### src/rtl/key_event_decoder_pkg.sv
// Shared types for the key event decoder: menu commands, repeat FSM states, HID keycodes.
// Latency: n/a (types and a purely combinational decode function).
// Backpressure: n/a.
package key_pkg;

   typedef enum logic [2:0] {
      CMD_UP      = 3'd0,
      CMD_DOWN    = 3'd1,
      CMD_LEFT    = 3'd2,
      CMD_RIGHT   = 3'd3,
      CMD_CONFIRM = 3'd4,
      CMD_BACK    = 3'd5
   } cmd_t;

   typedef enum logic [1:0] {
      ST_IDLE,
      ST_DELAY,
      ST_REPEAT
   } rep_state_t;

   localparam logic [7:0] KC_W     = 8'h1A;
   localparam logic [7:0] KC_S     = 8'h16;
   localparam logic [7:0] KC_A     = 8'h04;
   localparam logic [7:0] KC_D     = 8'h07;
   localparam logic [7:0] KC_ENTER = 8'h28;
   localparam logic [7:0] KC_ESC   = 8'h29;

   typedef struct packed {
      logic vld;
      cmd_t cmd;
   } dec_t;

   // Map a HID keycode onto a menu command; anything unmapped is not a command.
   function automatic dec_t decode_key(input logic [7:0] kc);
      dec_t d;
      d.vld = 1'b1;
      d.cmd = CMD_UP;
      case (kc)
         KC_W:     d.cmd = CMD_UP;
         KC_S:     d.cmd = CMD_DOWN;
         KC_A:     d.cmd = CMD_LEFT;
         KC_D:     d.cmd = CMD_RIGHT;
         KC_ENTER: d.cmd = CMD_CONFIRM;
         KC_ESC:   d.cmd = CMD_BACK;
         default:  d.vld = 1'b0;
      endcase
      return d;
   endfunction

endpackage

### src/rtl/key_event_decoder_if.sv
// Command stream between the key decoder (master) and the game logic (slave).
// Latency: n/a (wires only).
// Backpressure: valid/ready; a command transfers on a cycle with cmd_valid && cmd_ready.
interface key_event_decoder_if;
   import key_pkg::*;

   cmd_t cmd;
   logic cmd_valid;
   logic cmd_ready;

   modport master (output cmd, output cmd_valid, input cmd_ready);
   modport slave  (input cmd, input cmd_valid, output cmd_ready);

endinterface

### src/rtl/key_event_decoder_cmd_fifo.sv
// Small synchronous FIFO of menu commands, head presented combinationally (0 when empty).
// Latency: a push is visible at the head the cycle after the push edge.
// Backpressure: a push while full is accepted only together with a pop; otherwise it is ignored.
module cmd_fifo
   import key_pkg::*;
#(
   parameter int DEPTH = 4
) (
   input  logic Clk,
   input  logic Reset_n,
   input  logic push,
   input  cmd_t push_cmd,
   input  logic pop,
   output cmd_t head_cmd,
   output logic full,
   output logic empty
);

   localparam int AW = $clog2(DEPTH);

   cmd_t           mem [DEPTH];
   logic [AW:0]    wr_ptr;
   logic [AW:0]    rd_ptr;
   logic           do_push;
   logic           do_pop;

   assign empty    = (wr_ptr == rd_ptr);
   assign full     = (wr_ptr[AW] != rd_ptr[AW]) && (wr_ptr[AW-1:0] == rd_ptr[AW-1:0]);
   // A full FIFO can still take a push when the head leaves in the same cycle.
   assign do_push  = push && (!full || pop);
   assign do_pop   = pop && !empty;
   assign head_cmd = empty ? CMD_UP : mem[rd_ptr[AW-1:0]];

   // Pointer update; extra MSB distinguishes full from empty.
   always_ff @(posedge Clk) begin
      if (!Reset_n) begin
         wr_ptr <= '0;
         rd_ptr <= '0;
      end else begin
         if (do_push) wr_ptr <= wr_ptr + 1'b1;
         if (do_pop)  rd_ptr <= rd_ptr + 1'b1;
      end
   end

   // Storage write; contents are don't-care until the pointers cover them.
   always_ff @(posedge Clk) begin
      if (do_push) mem[wr_ptr[AW-1:0]] <= push_cmd;
   end

endmodule

### src/rtl/key_event_decoder.sv
// Debounces the NIOS keycode and turns it into one-shot menu commands with hold-to-repeat.
// Latency: keycode change to command push is STABLE_CYCLES+1 edges; repeats every DELAY then PERIOD.
// Backpressure: commands queue in a FIFO; pushes into a full FIFO are dropped and flag sticky overflow.
module key_event_decoder
   import key_pkg::*;
#(
   parameter int STABLE_CYCLES = 1000,
   parameter int REPEAT_DELAY  = 25_000_000,
   parameter int REPEAT_PERIOD = 5_000_000,
   parameter int FIFO_DEPTH    = 4
) (
   input  logic                Clk,
   input  logic                Reset_n,
   input  logic [7:0]          keycode,
   key_event_decoder_if.master cmd_if,
   output logic                overflow,
   output logic                key_held
);

   localparam int STAB_W  = $clog2(STABLE_CYCLES) + 1;
   localparam int REP_MAX = (REPEAT_DELAY > REPEAT_PERIOD) ? REPEAT_DELAY : REPEAT_PERIOD;
   localparam int REP_W   = $clog2(REP_MAX) + 1;

   localparam logic [STAB_W-1:0] STAB_LAST   = STAB_W'(STABLE_CYCLES - 1);
   localparam logic [REP_W-1:0]  DELAY_LOAD  = REP_W'(REPEAT_DELAY - 1);
   localparam logic [REP_W-1:0]  PERIOD_LOAD = REP_W'(REPEAT_PERIOD - 1);

   logic [7:0]        kc_q;
   logic [7:0]        cand;
   logic [7:0]        stable_code;
   logic [STAB_W-1:0] stab_cnt;
   dec_t              dec;
   rep_state_t        state;
   logic [REP_W-1:0]  rep_cnt;
   cmd_t              last_cmd;
   logic              push_vld;
   cmd_t              push_cmd;
   logic              pop;
   logic              fifo_full;
   logic              fifo_empty;

   // Sample the PIO and require a run of identical samples before accepting a new code.
   // stab_cnt counts consecutive samples equal to cand, and the sample that reloads cand
   // is already the first of that run, so STABLE_CYCLES samples land on STAB_LAST.
   always_ff @(posedge Clk) begin
      if (!Reset_n) begin
         kc_q        <= 8'h00;
         cand        <= 8'h00;
         stab_cnt    <= '0;
         stable_code <= 8'h00;
      end else begin
         kc_q <= keycode;
         if (kc_q != cand) begin
            cand     <= kc_q;
            stab_cnt <= STAB_W'(1);
         end else if (stab_cnt != STAB_LAST) begin
            stab_cnt <= stab_cnt + 1'b1;
         end else begin
            stable_code <= cand;
         end
      end
   end

   assign dec      = decode_key(stable_code);
   assign push_cmd = dec.cmd;

   // Push on a fresh press, on a change of key, or when the repeat timer expires.
   always_comb begin
      push_vld = 1'b0;
      if (dec.vld) begin
         if (state == ST_IDLE)
            push_vld = 1'b1;
         else if ((dec.cmd != last_cmd) || (rep_cnt == '0))
            push_vld = 1'b1;
      end
   end

   // Repeat FSM: a key change wins over timer expiry and restarts the initial delay.
   always_ff @(posedge Clk) begin
      if (!Reset_n) begin
         state    <= ST_IDLE;
         rep_cnt  <= '0;
         last_cmd <= CMD_UP;
      end else begin
         case (state)
            ST_IDLE: begin
               if (dec.vld) begin
                  last_cmd <= dec.cmd;
                  rep_cnt  <= DELAY_LOAD;
                  state    <= ST_DELAY;
               end
            end
            default: begin
               if (!dec.vld) begin
                  state <= ST_IDLE;
               end else if (dec.cmd != last_cmd) begin
                  last_cmd <= dec.cmd;
                  rep_cnt  <= DELAY_LOAD;
                  state    <= ST_DELAY;
               end else if (rep_cnt == '0) begin
                  rep_cnt <= PERIOD_LOAD;
                  state   <= ST_REPEAT;
               end else begin
                  rep_cnt <= rep_cnt - 1'b1;
               end
            end
         endcase
      end
   end

   assign cmd_if.cmd_valid = !fifo_empty;
   assign pop              = cmd_if.cmd_valid && cmd_if.cmd_ready;

   cmd_fifo #(
      .DEPTH (FIFO_DEPTH)
   ) u_cmd_fifo (
      .Clk      (Clk),
      .Reset_n  (Reset_n),
      .push     (push_vld),
      .push_cmd (push_cmd),
      .pop      (pop),
      .head_cmd (cmd_if.cmd),
      .full     (fifo_full),
      .empty    (fifo_empty)
   );

   // Registered status: held-key indication and sticky drop flag.
   always_ff @(posedge Clk) begin
      if (!Reset_n) begin
         key_held <= 1'b0;
         overflow <= 1'b0;
      end else begin
         key_held <= dec.vld;
         if (push_vld && fifo_full && !pop) overflow <= 1'b1;
      end
   end

endmodule
### src/flat_wrapper.sv
// flat-port wrapper written by rule: the top's interface ports become plain ports
module key_event_decoder_flat import key_pkg::*;
#(
   parameter int STABLE_CYCLES = 1000,
   parameter int REPEAT_DELAY  = 25_000_000,
   parameter int REPEAT_PERIOD = 5_000_000,
   parameter int FIFO_DEPTH    = 4
)
  (Clk, Reset_n, keycode, overflow, key_held, cmd_if_cmd, cmd_if_cmd_valid, cmd_if_cmd_ready);
  key_event_decoder_if cmd_if_i ();
  input  logic Clk;
  input  logic Reset_n;
  input  logic [7:0] keycode;
  output logic overflow;
  output logic key_held;
  output wire logic [$bits(cmd_if_i.cmd)-1:0] cmd_if_cmd;
  output wire logic [$bits(cmd_if_i.cmd_valid)-1:0] cmd_if_cmd_valid;
  input wire logic [$bits(cmd_if_i.cmd_ready)-1:0] cmd_if_cmd_ready;
  assign cmd_if_cmd = cmd_if_i.cmd;
  assign cmd_if_cmd_valid = cmd_if_i.cmd_valid;
  assign cmd_if_i.cmd_ready = cmd_if_cmd_ready;
  key_event_decoder #(.STABLE_CYCLES(STABLE_CYCLES), .REPEAT_DELAY(REPEAT_DELAY), .REPEAT_PERIOD(REPEAT_PERIOD), .FIFO_DEPTH(FIFO_DEPTH)) u_core (.Clk(Clk), .Reset_n(Reset_n), .keycode(keycode), .cmd_if(cmd_if_i), .overflow(overflow), .key_held(key_held));
endmodule
### config.mk
export PLATFORM = sky130hd
export DESIGN_NAME = key_event_decoder_flat
export DESIGN_NICKNAME = d
export VERILOG_FILES = /design/src/rtl/key_event_decoder_pkg.sv /design/src/rtl/key_event_decoder_if.sv /design/src/rtl/key_event_decoder_cmd_fifo.sv /design/src/rtl/key_event_decoder.sv /design/src/flat_wrapper.sv
export SDC_FILE = /design/constraint.sdc
export NUM_CORES = 1
export LEC_CHECK = 0
export CORE_MARGIN = 3
export CORE_UTILIZATION = 60
export DETAILED_ROUTE_END_ITERATION = 6
export PLACE_DENSITY_LB_ADDON = 0.12
export SETUP_SLACK_MARGIN = 0.4
export SLEW_MARGIN = 20
export SYNTH_ARGS = -nofsm -noshare
export SYNTH_HDL_FRONTEND = slang
export SYNTH_SLANG_ARGS = --single-unit
### constraint.sdc
create_clock -name Clk -period 5.6 [get_ports Clk]
set_input_delay 0.56 -clock Clk [delete_from_list [all_inputs] [get_ports Clk]]
set_output_delay 0.56 -clock Clk [all_outputs]
set_load 0.01 [all_outputs]
Word-level counts from Yosys, hierarchy flattened. Memories as Yosys holds them, arrays and structs flattened. A register that Yosys moved wholly into a read port is not among the register bits. Cells that the tools add are included.

Bits in latches: 0. Register bits after elaboration: 74. Memories: 1. ROM bits: 0. Memory bits (writable): 12. Word-level logic and storage cells: 80.

Magnitude comparators: 0. Reduce and logical (&&, ||, !) cells: 20. Divide/modulo/power cells: 0. Bitwise operators: 3. Multiplexer cells: 26. Shift-type cells: 0. $add $sub $neg: 4. $mul: 0. Equal/unequal tests: 14.

Memories: u_core.u_cmd_fifo.mem (words 4, bits a word 3, read ports 1, clocked after Yosys merged registers in 1, wr ports 1, RTL line key_event_decoder_cmd_fifo.sv:21) `cmd_t mem [DEPTH];`.

Operators by type and width (number): $mux 26 (5); $logic_not 26->1 (1); $sub 26x1->26 const B (1); $eq 8x3->1 const B (2); $eq 8x5->1 const B (2); $eq 8x6->1 const B (2); $mux 3 (5); $pmux 3 s5 (1); $mux 2 (7); $add 11x1->11 const B (1); $ne 11x10->1 const B (1); $mux 1 (8); $ne 8x8->1 (1); $add 3x1->3 const B (2); $logic_and 1x1->1 (6); $reduce_and 2->1 (3); $reduce_or 6->1 (1); $ne 4x4->1 const B (1); $reduce_bool 2->1 (2); $eq 3x3->1 (1); $logic_not 1->1 (3); $ne 3x3->1 (1); $not 1->1 (3); $eq 2x2->1 (1); other kinds (5) (6).

Longest topological paths before layout. Gate-level depths: netlist of run 1.

Depth in word-level cells: 10. Mapped depth: 10. Depth with buffers taken out: 8.

Cells and area by module. Synthesis of run 1 repeated with hierarchy kept, for this count alone.

Cells, all modules: 449. Area total of the unflattened synthesis: 4224.1 um^2.

By module, submodules not included: key_event_decoder (instances 1, cells each 378, area an instance 3286.9 um^2, sequential area each 1361.3 um^2); cmd_fifo (instances 1, cells each 71, area an instance 937.1 um^2, sequential area each 520.5 um^2).

Worst setup path after synthesis of run 1. No wires, ideal clock.

Path kind: register to register. Start: register u_core.rep_cnt[0]. End: memory u_core.u_cmd_fifo.mem[0][0] (netlist name), enable pin. Slack: 3.148 ns. Clock period less this slack: 2.452 ns. Arrival: 2.149 ns. Stages on the path, launching flop included: 10. Buffers on the path: 2. Cell sequence: dfxtp_1 inv_1 ha_1 or4b_1 buf_2 nor4b_4 nand3_1 buf_2 a21oi_4 and2_1.

Cells in the longest elaborated chain, start to end: 8.

Ends and longest elaborated chain: from (decl) (RTL line key_event_decoder.sv:34) `logic [REP_W-1:0] rep_cnt;`; from (signal assigned) (RTL line key_event_decoder.sv:104) `rep_cnt <= rep_cnt - 1'b1;`; $logic_not 26->1 (RTL line key_event_decoder.sv:73) `else if ((dec.cmd != last_cmd) || (rep_cnt == '0))`; $logic_or 1x1->1 (RTL line key_event_decoder.sv:73); $mux 1 (RTL line key_event_decoder.sv:73); $mux 1 (RTL line key_event_decoder.sv:71) `if (state == ST_IDLE)`; $mux 1 (RTL line key_event_decoder.sv:70) `if (dec.vld) begin`; $logic_and 1x1->1 (RTL line key_event_decoder_cmd_fifo.sv:30) `assign do_push = push && (!full || pop);`; $mux 1 (RTL line key_event_decoder_cmd_fifo.sv:47) `if (do_push) mem[wr_ptr[AW-1:0]] <= push_cmd;`; $mux 1 (implied by the code) (RTL line key_event_decoder_cmd_fifo.sv:47); to (decl) (RTL line key_event_decoder_cmd_fifo.sv:21).

No other way between the ends.

Final worst setup path of run 1.
Start: register u_core.rep_cnt[0]. End: register u_core.rep_cnt[25].

Cells in the longest elaborated chain, start to end: 5.

Ends and longest elaborated chain: $sub 26x1->26 or $logic_not 26->1 (tied branches) (RTL line key_event_decoder.sv:104, key_event_decoder.sv:100); $mux 26 * (RTL line key_event_decoder.sv:100) `end else if (rep_cnt == '0) begin`; $mux 26 * (RTL line key_event_decoder.sv:96) `end else if (dec.cmd != last_cmd) begin`; $mux 26 * (RTL line key_event_decoder.sv:94) `if (!dec.vld) begin`; $mux 26 * (RTL line key_event_decoder.sv:85) `case (state)`.

Every way passes the cells marked *; elsewhere a longest branch is shown, timed or not. The select of a mux whose other input is x is not followed. A chain may end at the register's enable or synchronous reset.

==> results of run 1 <==
==> layout make-up <==
class | count | area, um2
inverter | 9 | 33.8
multi-input combinational | 313 | 2100
clock buffer | 14 | 183
fill | 505 | 2010
clock inverter | 2 | 12.5
sequential | 88 | 1880
tap | 77 | 96.3
timing repair buffer | 18 | 175
==> critical path, stage by stage (launching register included) <==
cell	delay, ns
dfxtp_1	0.35
inv_1	0.07
ha_1	0.21
or4b_1	0.60
nor4b_4	0.41
nand3_1	0.46
o21ai_1	0.62
a21o_1	0.16
nor2_1	0.05
==> kinds of logic after synthesis <==
kind of cell | after synthesis | share of synthesized area (%)
compound gates | 76 | 14.3
simple gates | 188 | 24.5
xor+xnor | 27 | 5.76
flops | 88 | 45.9
fa+ha+maj | 7 | 2.13
buf+inv | 27 | 2.93
mux | 15 | 4.57
==> worst paths after layout <==
path / startpoint / to / slack [ns] / cells after the start
setup reg to reg: u_core.rep_cnt[0]$_SDFFE_PN0P_ / u_core.rep_cnt[25]$_SDFFE_PN0P_ / 2.58 / 8
hold reg to reg: u_core.overflow$_SDFFE_PN0P_ / u_core.overflow$_SDFFE_PN0P_ / 0.47 / 1
setup / recovery: u_core.rep_cnt[0]$_SDFFE_PN0P_ / u_core.rep_cnt[25]$_SDFFE_PN0P_ / 2.58 / 8
hold / removal: u_core.overflow$_SDFFE_PN0P_ / u_core.overflow$_SDFFE_PN0P_ / 0.47 / 1
==> per-stage QoR <==
stage | hold slack (ns) | util (%) | setup WS (ns) | instances
after floorplan | 0.451 | - | 3.15 | 428
after global placement | 0.449 | 66.0 | 2.66 | 505
after detailed placement | 0.452 | 66.0 | 2.59 | 505
after CTS | 0.471 | 69.0 | 2.58 | 521
after global routing | 0.495 | 69.0 | 2.38 | 521
final | 0.465 | 69.0 | 2.58 | 521
==> cell usage in the layout (no fill, tap or decap), drive strengths merged, types with 2 or more instances in the layout <==
cell,n
o21a,5
inv,9
and4bb,2
xnor2,18
nor3,16
edfxtp,12
dfxtp,76
o21ai,12
o211ai,3
nand4,4
nor4b,4
a31oi,11
nand2,40
o221a,8
nor2,45
o311ai,2
o31a,6
nor4,4
or4,7
mux4,3
mux2i,12
buf,2
clkdlybuf4s50,16
a32o,2
nand2b,4
and3,7
a21oi,14
xor2,9
and2,25
a211oi,2
clkbuf,14
nand3,20
or3,4
o31ai,5
ha,7
==> power breakdown <==
part	switching, mW	internal (mW)	total (mW)	leakage, nW
Clock	0.214	0.210	0.424	0.0987
Combinational	0.0134	0.0149	0.0283	0.866
Sequential	0.00380	0.643	0.647	0.750
==> per-layer routing <==
| layer | vias up | track usage [%] | share of wire, % |
|---|---|---|---|
| met2 | 64 | 37.2 | 47 |
| met4 | 0 | 5.22 | 0.82 |
| li1 | 1574 | - | - |
| met5 | - | 0 | 0 |
| met1 | 1477 | 27.3 | 48 |
| met3 | 8 | 6.05 | 4.7 |
==> state kept, by name, indices dropped and copies added (netlist names), named ones only <==
| register | cells |
|---|---|
| u_core.cand | 8 |
| u_core.kc_q | 8 |
| u_core.key_held | 1 |
| u_core.last_cmd | 3 |
| u_core.overflow | 1 |
| u_core.rep_cnt | 26 |
| u_core.stab_cnt | 11 |
| u_core.stable_code | 8 |
| u_core.state | 2 |
| u_core.u_cmd_fifo.mem | 12 |
| u_core.u_cmd_fifo.rd_ptr | 3 |
| u_core.u_cmd_fifo.wr_ptr | 3 |
==> impl_metrics.toml, run 1 <==
[outcome]
status = "finished, final reports clean"

[clocking]
ctsHoldBuffers = 0
cts_root_buf = "clkbuf_8"
clock_path_buffers = 2
tritoncts = "done"
htreeDepth = 3
postCtsResizedCells = 0
clkSinkCount = 88
path_clk_slew_ns = 0.08
cts_inserted_buffers = 9
clkLatencyLatePin_ns = 0.35
postCtsSetupRepairBufs = 0

[synth]
ys_seq_area_share_pct = 45.9
syn_avg_cell_area_um2 = 9.59
synthTopCellsByArea = "dfxtp_1 (37%), edfxtp_1 (8.8%), nor2_1 (4.1%), xnor2_1 (3.8%), and2_1 (3.8%)"
synthCells = 428
synth-seq-cells = 88
synth_ff_type = "dfxtp_1"
yosysWarnings = 0
synthesis.area_mm2 = 0.00410
synth_cell_types = 56
synth_top_area_share_pct = 37.1
yosysTopAreaCell = "dfxtp_1"
synth-edff-count = 12
yosysMostFrequentCell = "dfxtp_1"
async_flop_share_pct = 0
synth_nets = 446
yosys-top-cells-count = "dfxtp_1 (76), nor2_1 (45), nand2_1 (40), and2_1 (25), nand3_1 (20)"

[grt]
grt_usage_pct = 21.8
grt_max_degree = 27
grt_pass1_vias = 3087
grt_antenna_before_repair = 0
grt_overflow = 0
grt_pass1_wl_um = 13600

[run]
cap_viol_max_count = 0

[floorplanning]
die_area_mm2 = 0.00787
start_util_pct = 63.2
dieWidth_um = 88.7
fp.coreArea_mm2 = 0.00649
chipHeight_um = 88.7
io-pin-count = 17
fp-row-count = 29

[timing]
finClkSkew_ns = 0.00707
finalHoldViolCount = 0
setup_viol = 0
fmax_mhz = 331
rsz0062_at_grt = "false"
fin_tns_setup_ns = 0
finalCriticalPeriod_ns = 3.02
drv_slew = 0
worst_pin_slew_ns = 0.970
fin_crit_sh_pct = 54.0
relSlewSlack_pct = 35.2

[setup_path]
crit_path_end_kind = "flip-flop"
worstPathArrival_ns = 3.27
path_class = "reg2reg"
critPathLaunchType = "flip-flop"
crit_required_ns = 5.85
worstPathMaxFanout = 11

[routing]
viasPerCell = 5.99
ant_nets = 0
drc = 0
first_pass_iters = 4
vias = 3123
drtIter0Drc = 124
wl_um = 7600
wl_per_cell_um = 14.6

[placement]
dpl-instance-area_mm2 = 0.00429
io_buffers = 16
hpwlAfterDp_um = 5320
place.gp.congestion = 0.832

[pwr]
leakage_nw = 1.71
irDropWorstVdd_mv = 0.201
fin_total_pwr_mw = 1.10
p_per_area_mw_per_mm2 = 245

[cells_and_area]
drive_gt1_share_pct = 9.01
final_nets = 457
diodes = 0
area_growth_pct = 9.27
postLayoutCellArea_mm2 = 0.00448

[hold_path]
min_path_type = "reg2reg"
(Power assumes the default switching activity.)
==> inputs of run 2 (changes only) <==
==> constraint.sdc (replaced) <==
create_clock -name Clk -period 3 [get_ports Clk]
set_input_delay 0.3 -clock Clk [delete_from_list [all_inputs] [get_ports Clk]]
set_output_delay 0.3 -clock Clk [all_outputs]
set_load 0.01 [all_outputs]
==> run 2 against run 1 <==
  * Non-clock buffer count up 14
  * Clock skew up 0.0042 ns
  * Register-to-register slack worse by 2.1 ns
  * Critical path depth is 1 higher
  * Design area increased by 4.2%
  * Flip-flop and latch count unchanged
  * First-iteration DRC count increased by 110%
  * Worst setup slack lost 2.1 ns
  * Clock power rose by 97%
  * Power increased by 91%
  * Die area unchanged
  * Fmax up 22%
  * Critical path type unchanged
==> impl_metrics.toml, run 2 (synthesized netlist as in run 1, its figures left out) <==
[pwr]
p_per_area_mw_per_mm2 = 449
pwr-share-comb_pct = 2.7
switching_share_pct = 20.8
irDropWorstVdd_mv = 0.301
p_int_mw = 1.66
pwr-share-clk_pct = 39.8
p_sw_mw = 0.436
leakage_nw = 1.81
p_seq_share_pct = 57.5

[cells_and_area]
diodes = 0
regMostFlops = "u_core.rep_cnt"
final_common_cell = "dfxtp_1"
utilization_pct = 71.9
mostFrequentLayoutCells = "dfxtp_1 (74), nor2_1 (45), nand2_1 (40), and2_1 (25)"
area_growth_pct = 13.8
largest_reg_flops = 26
postLayoutCellArea_mm2 = 0.00467
drive_gt1_share_pct = 15.1
final_nets = 471

[timing]
finalHoldViolCount = 0
relSlewSlack_pct = 45.5
fin_crit_sh_pct = 82.5
fmax_mhz = 404
drv_slew = 0
finClkSkew_ns = 0.0113
final.setup.worst_slack_ns = 0.524
finalCriticalPeriod_ns = 2.48
worst_pin_slew_ns = 0.806
setup_viol = 0
rsz0062_at_grt = "false"
fin_tns_setup_ns = 0

[clocking]
cts_inserted_buffers = 9
htreeDepth = 3
path_clk_slew_ns = 0.08
ctsHoldBuffers = 0
clock_path_buffers = 2
tritoncts = "done"
clkLatencyLatePin_ns = 0.35
clkSinkCount = 88
cts_root_buf = "clkbuf_8"

[hold_path]
whs_endpoint = "u_core.overflow$_SDFFE_PN0P_"
min_path_type = "reg2reg"
min_from = "u_core.overflow$_SDFFE_PN0P_"
min_path_cells = 1

[setup_path]
r2r-end = "u_core.rep_cnt[15]$_SDFFE_PN0P_"
crit_required_ns = 3.23
r2r_start = "u_core.rep_cnt[0]$_SDFFE_PN0P_"
crit_path_end_kind = "flip-flop"
critPathLaunchType = "flip-flop"
rrSetupSlack_ns = 0.52
reg2reg_depth = 9
path_class = "reg2reg"
worstPathMaxFanout = 9
worstPathArrival_ns = 2.71

[grt]
grt_pass1_vias = 3079
grt_max_degree = 24
grt_pass1_wl_um = 13900
grt_antenna_before_repair = 0
grt_overflow = 0
grt_usage_pct = 22.4

[floorplanning]
io-pin-count = 17
start_util_pct = 63.2
die_area_mm2 = 0.00787
fp-row-count = 29
fp.coreArea_mm2 = 0.00649
dieWidth_um = 88.7
chipHeight_um = 88.7

[placement]
io_buffers = 16
pre_cts_ws_ns = 0.306
place.gp.congestion = 0.840
hpwlAfterDp_um = 5560
dpl-instance-area_mm2 = 0.00435

[routing]
first_pass_iters = 4
vias = 3222
ant_nets = 0
viasPerCell = 6.02
wl_per_cell_um = 15.2
drtIter0Drc = 265
wl_um = 8150
drc = 0

[outcome]
status = "finished, final reports clean"

[run]
cap_viol_max_count = 0
-- run 2: final cells by class --
type                            count  area [um2]
Timing Repair Buffer               32         288
Clock buffer                       12         155
Inverter                            9        33.8
Tap cell                           77        96.3
Sequential cell                    88        1880
Fill cell                         478        1820
Multi-Input combinational cell    313        2160
Clock inverter                      4        52.6
-- run 2: worst max path at each step --
| stage | from | end | slack (ns) | cells past startpoint |
|---|---|---|---|---|
| 5_1_grt | u_core.stable_code[0]$_SDFFE_PN0P_ | u_core.rep_cnt[15]$_SDFFE_PN0P_ | 0.40 | 7 |
| 4_1_cts | u_core.rep_cnt[0]$_SDFFE_PN0P_ | u_core.rep_cnt[12]$_SDFFE_PN0P_ | 0.41 | 7 |
| 3_3_place_gp | u_core.rep_cnt[0]$_SDFFE_PN0P_ | u_core.rep_cnt[11]$_SDFFE_PN0P_ | 0.43 | 8 |
| 6_report | u_core.rep_cnt[0]$_SDFFE_PN0P_ | u_core.rep_cnt[15]$_SDFFE_PN0P_ | 0.52 | 9 |
| 2_1_floorplan | u_core.rep_cnt[0]$_SDFFE_PN0P_ | u_core.u_cmd_fifo.mem[0][0]$_DFFE_PP_ | 0.55 | 9 |
| 3_5_place_dp | u_core.rep_cnt[0]$_SDFFE_PN0P_ | u_core.rep_cnt[19]$_SDFFE_PN0P_ | 0.31 | 8 |
-- run 2: per-stage QoR --
stage	instances	hold WS (ns)	power (mW)
2_1_floorplan	428	0.427	1.27
3_3_place_gp	513	0.450	1.29
3_5_place_dp	513	0.458	1.29
4_1_cts	529	0.478	2.12
5_1_grt	535	0.504	2.18
6_report	535	0.475	2.10
-- run 2: metal layers --
metal / up-vias / GRT usage, % / wire (um)
li1: 1594 / - / -
met1: 1527 / 28.8 / 3690
met2: 88 / 36.2 / 3820
met3: 13 / 5.31 / 483
met4: 0 / 9.34 / 157
met5: - / 0 / 0
-- run 2: power by group through the flow --
stage	combinational [mW]	clock (mW)	sequential, mW
final	0.0557	0.835	1.21
after global routing	0.0622	0.908	1.21
after CTS	0.0564	0.855	1.21
after detailed placement	0.0556	0	1.24
after global placement	0.0539	0	1.23
after floorplan	0.0316	0	1.23
-- run 2: worst max-delay path, cell delays in order (launching register included) --
cell     delay (ns)
dfxtp_1        0.35
inv_1          0.07
ha_2           0.20
or4b_4         0.52
nor4b_4        0.37
nand3_2        0.20
buf_6          0.21
o21ai_1        0.21
buf_4          0.19
a31oi_1        0.05
-- run 2: timing repair --
| action | in CTS | in global routing |
|---|---|---|
| resized for setup | 4 | 14 |
| setup endpoints to repair | 26 | 29 |
| pin swaps | 0 | 3 |
| setup buffers | 0 | 6 |
==> inputs of run 3 (changes only) <==
--- a/config.mk
+++ b/config.mk
@@ -6,7 +6,7 @@
 export NUM_CORES = 1
 export LEC_CHECK = 0
 export CORE_MARGIN = 3
-export CORE_UTILIZATION = 60
+export CORE_UTILIZATION = 54
 export DETAILED_ROUTE_END_ITERATION = 6
 export PLACE_DENSITY_LB_ADDON = 0.12
 export SETUP_SLACK_MARGIN = 0.4
==> constraint.sdc (replaced) <==
create_clock -name Clk -period 2.05 [get_ports Clk]
set_input_delay 0.205 -clock Clk [delete_from_list [all_inputs] [get_ports Clk]]
set_output_delay 0.205 -clock Clk [all_outputs]
set_load 0.01 [all_outputs]
==> run 3 against run 2 <==
  * The run now ends with setup timing left
  * Worst setup slack got worse by 0.76 ns
  * Design area rose by 26%
  * Global-route usage is 2.3 points higher
  * Wire length rose by 31%
  * Clock power rose by 60%
  * Critical path type unchanged
  * Combinational power is 74% higher
  * Non-clock buffer count increased by 95
  * Via count grew 15%
  * Critical path depth shrank 1
  * Count of clock-buffer cells in the layout is 2 lower
  * Register-to-register slack worse by 0.76 ns
==> impl_metrics.toml, run 3 (synthesized netlist as in run 1, its figures left out) <==
[run]
cap_viol_max_count = 0

[hold_path]
min_path_type = "in2reg"

[routing]
ant_nets = 0
wl_um = 10700
viasPerCell = 5.71
drc = 0
drtIter0Drc = 232
first_pass_iters = 5
wl_per_cell_um = 16.4
vias = 3720

[outcome]
violations = "setup timing"
status = "finished with violations"

[setup_path]
path_class = "reg2reg"
crit_required_ns = 2.14
worstPathMaxFanout = 5
critPathLaunchType = "flip-flop"
worstPathArrival_ns = 2.37
crit_path_end_kind = "flip-flop"

[grt]
grt_pass1_wl_um = 17200
grt_max_degree = 21
grt_pass1_vias = 3663
grt_usage_pct = 24.7
grt_overflow = 0
grt_antenna_before_repair = 0

[floorplanning]
io-pin-count = 17
fp-row-count = 31
fp.coreArea_mm2 = 0.00733
die_area_mm2 = 0.00868
dieWidth_um = 93.2
chipHeight_um = 93.2
start_util_pct = 56.0

[timing]
finalCriticalPeriod_ns = 2.29
finalHoldViolCount = 0
drv_slew = 0
rsz0062_at_grt = "true"
relSlewSlack_pct = 56.0
fin_crit_sh_pct = 112
final.setup.worst_slack_ns = -0.236
setup_viol = 43
worst_pin_slew_ns = 0.658
finClkSkew_ns = 0.00855
fin_tns_setup_ns = -7.02
fmax_mhz = 437

[clocking]
tritoncts = "done"
htreeDepth = 3
cts_root_buf = "clkbuf_8"
clkLatencyLatePin_ns = 0.36
clock_path_buffers = 2
path_clk_slew_ns = 0.09
clkSinkCount = 88
cts_inserted_buffers = 9

[cells_and_area]
largest_reg_flops = 26
nFillCells = 418
diodes = 0
final_common_cell = "buf_4"
final_nets = 566
drive_gt1_share_pct = 41.0
regMostFlops = "u_core.rep_cnt"
area_growth_pct = 43.8
mostFrequentLayoutCells = "buf_4 (80), dfxtp_1 (60), nor2_1 (38), nand2_1 (34), buf_6 (30)"

[placement]
io_buffers = 16
pre_cts_ws_ns = -0.247
place.gp.congestion = 0.828
hpwlAfterDp_um = 6570

[pwr]
p_per_area_mw_per_mm2 = 543
leakage_nw = 2.44
irDropWorstVdd_mv = 0.435
## run 3: timing repair
item	in CTS	in global routing
gates cloned	1	0
buffers inserted	26	9
hold buffers	0	0
endpoints found under the hold margin	0	0
setup endpoints to repair	60	75
resized for setup	85	32
pin swaps	25	26
## run 3: worst paths after layout
check	from	end	slack (ns)	cells past startpoint
hold / removal	keycode[3]	u_core.kc_q[3]$_SDFF_PN0_	0.42	2
setup reg to reg	u_core.rep_cnt[1]$_SDFFE_PN0P_	u_core.u_cmd_fifo.mem[0][0]$_DFFE_PP_	-0.24	8
setup / recovery	u_core.rep_cnt[1]$_SDFFE_PN0P_	u_core.u_cmd_fifo.mem[0][0]$_DFFE_PP_	-0.24	8
hold reg to reg	u_core.kc_q[5]$_SDFF_PN0_	u_core.cand[5]$_SDFFE_PN0P_	0.48	1
## run 3: per-stage QoR
| stage | instance area [um2] | power [mW] | cells | util (%) | hold slack (ns) |
|---|---|---|---|---|---|
| CTS | 5690 | 3.20 | 643 | 77.6 | 0.419 |
| finish | 5900 | 3.20 | 652 | 80.5 | 0.425 |
| floorplan | 4320 | 1.85 | 428 | - | 0.332 |
| global placement | 5010 | 1.89 | 600 | 68.4 | 0.450 |
| global route | 5900 | 3.30 | 652 | 80.5 | 0.422 |
| detailed placement | 5010 | 1.89 | 600 | 68.4 | 0.463 |
## run 3: layer usage
layer	vias up	track usage [%]	wire length, um
li1	1793	-	-
met1	1785	30.9	4500
met2	115	43.0	5350
met3	27	3.78	547
met4	0	9.40	254
met5	-	0	0
## run 3: layout make-up
| type | instances | area (um2) | area share, % |
|---|---|---|---|
| clock buffers | 10 | 128 | 2.16 |
| clock inverters | 6 | 91.3 | 1.55 |
| inverters | 9 | 38.8 | 0.657 |
| multi-input cells | 313 | 2500 | 42.5 |
| flip-flops and latches | 88 | 1910 | 32.4 |
| well taps | 99 | 124 | 2.10 |
| repair buffers | 127 | 1100 | 18.7 |
## run 3: critical path, cell delays in order (launching register included)
cell,delay (ns)
dfxtp_2,0.33
inv_2,0.06
ha_4,0.12
or4b_4,0.48
nor4b_4,0.31
nand3_2,0.14
buf_6,0.18
a21oi_4,0.20
and2_4,0.19
## run 3: power breakdown
group / total, mW / internal [mW] / switching [mW]
combinational: 0.0967 / 0.0508 / 0.0459
sequential: 1.76 / 1.75 / 0.0108
clock: 1.34 / 0.696 / 0.646
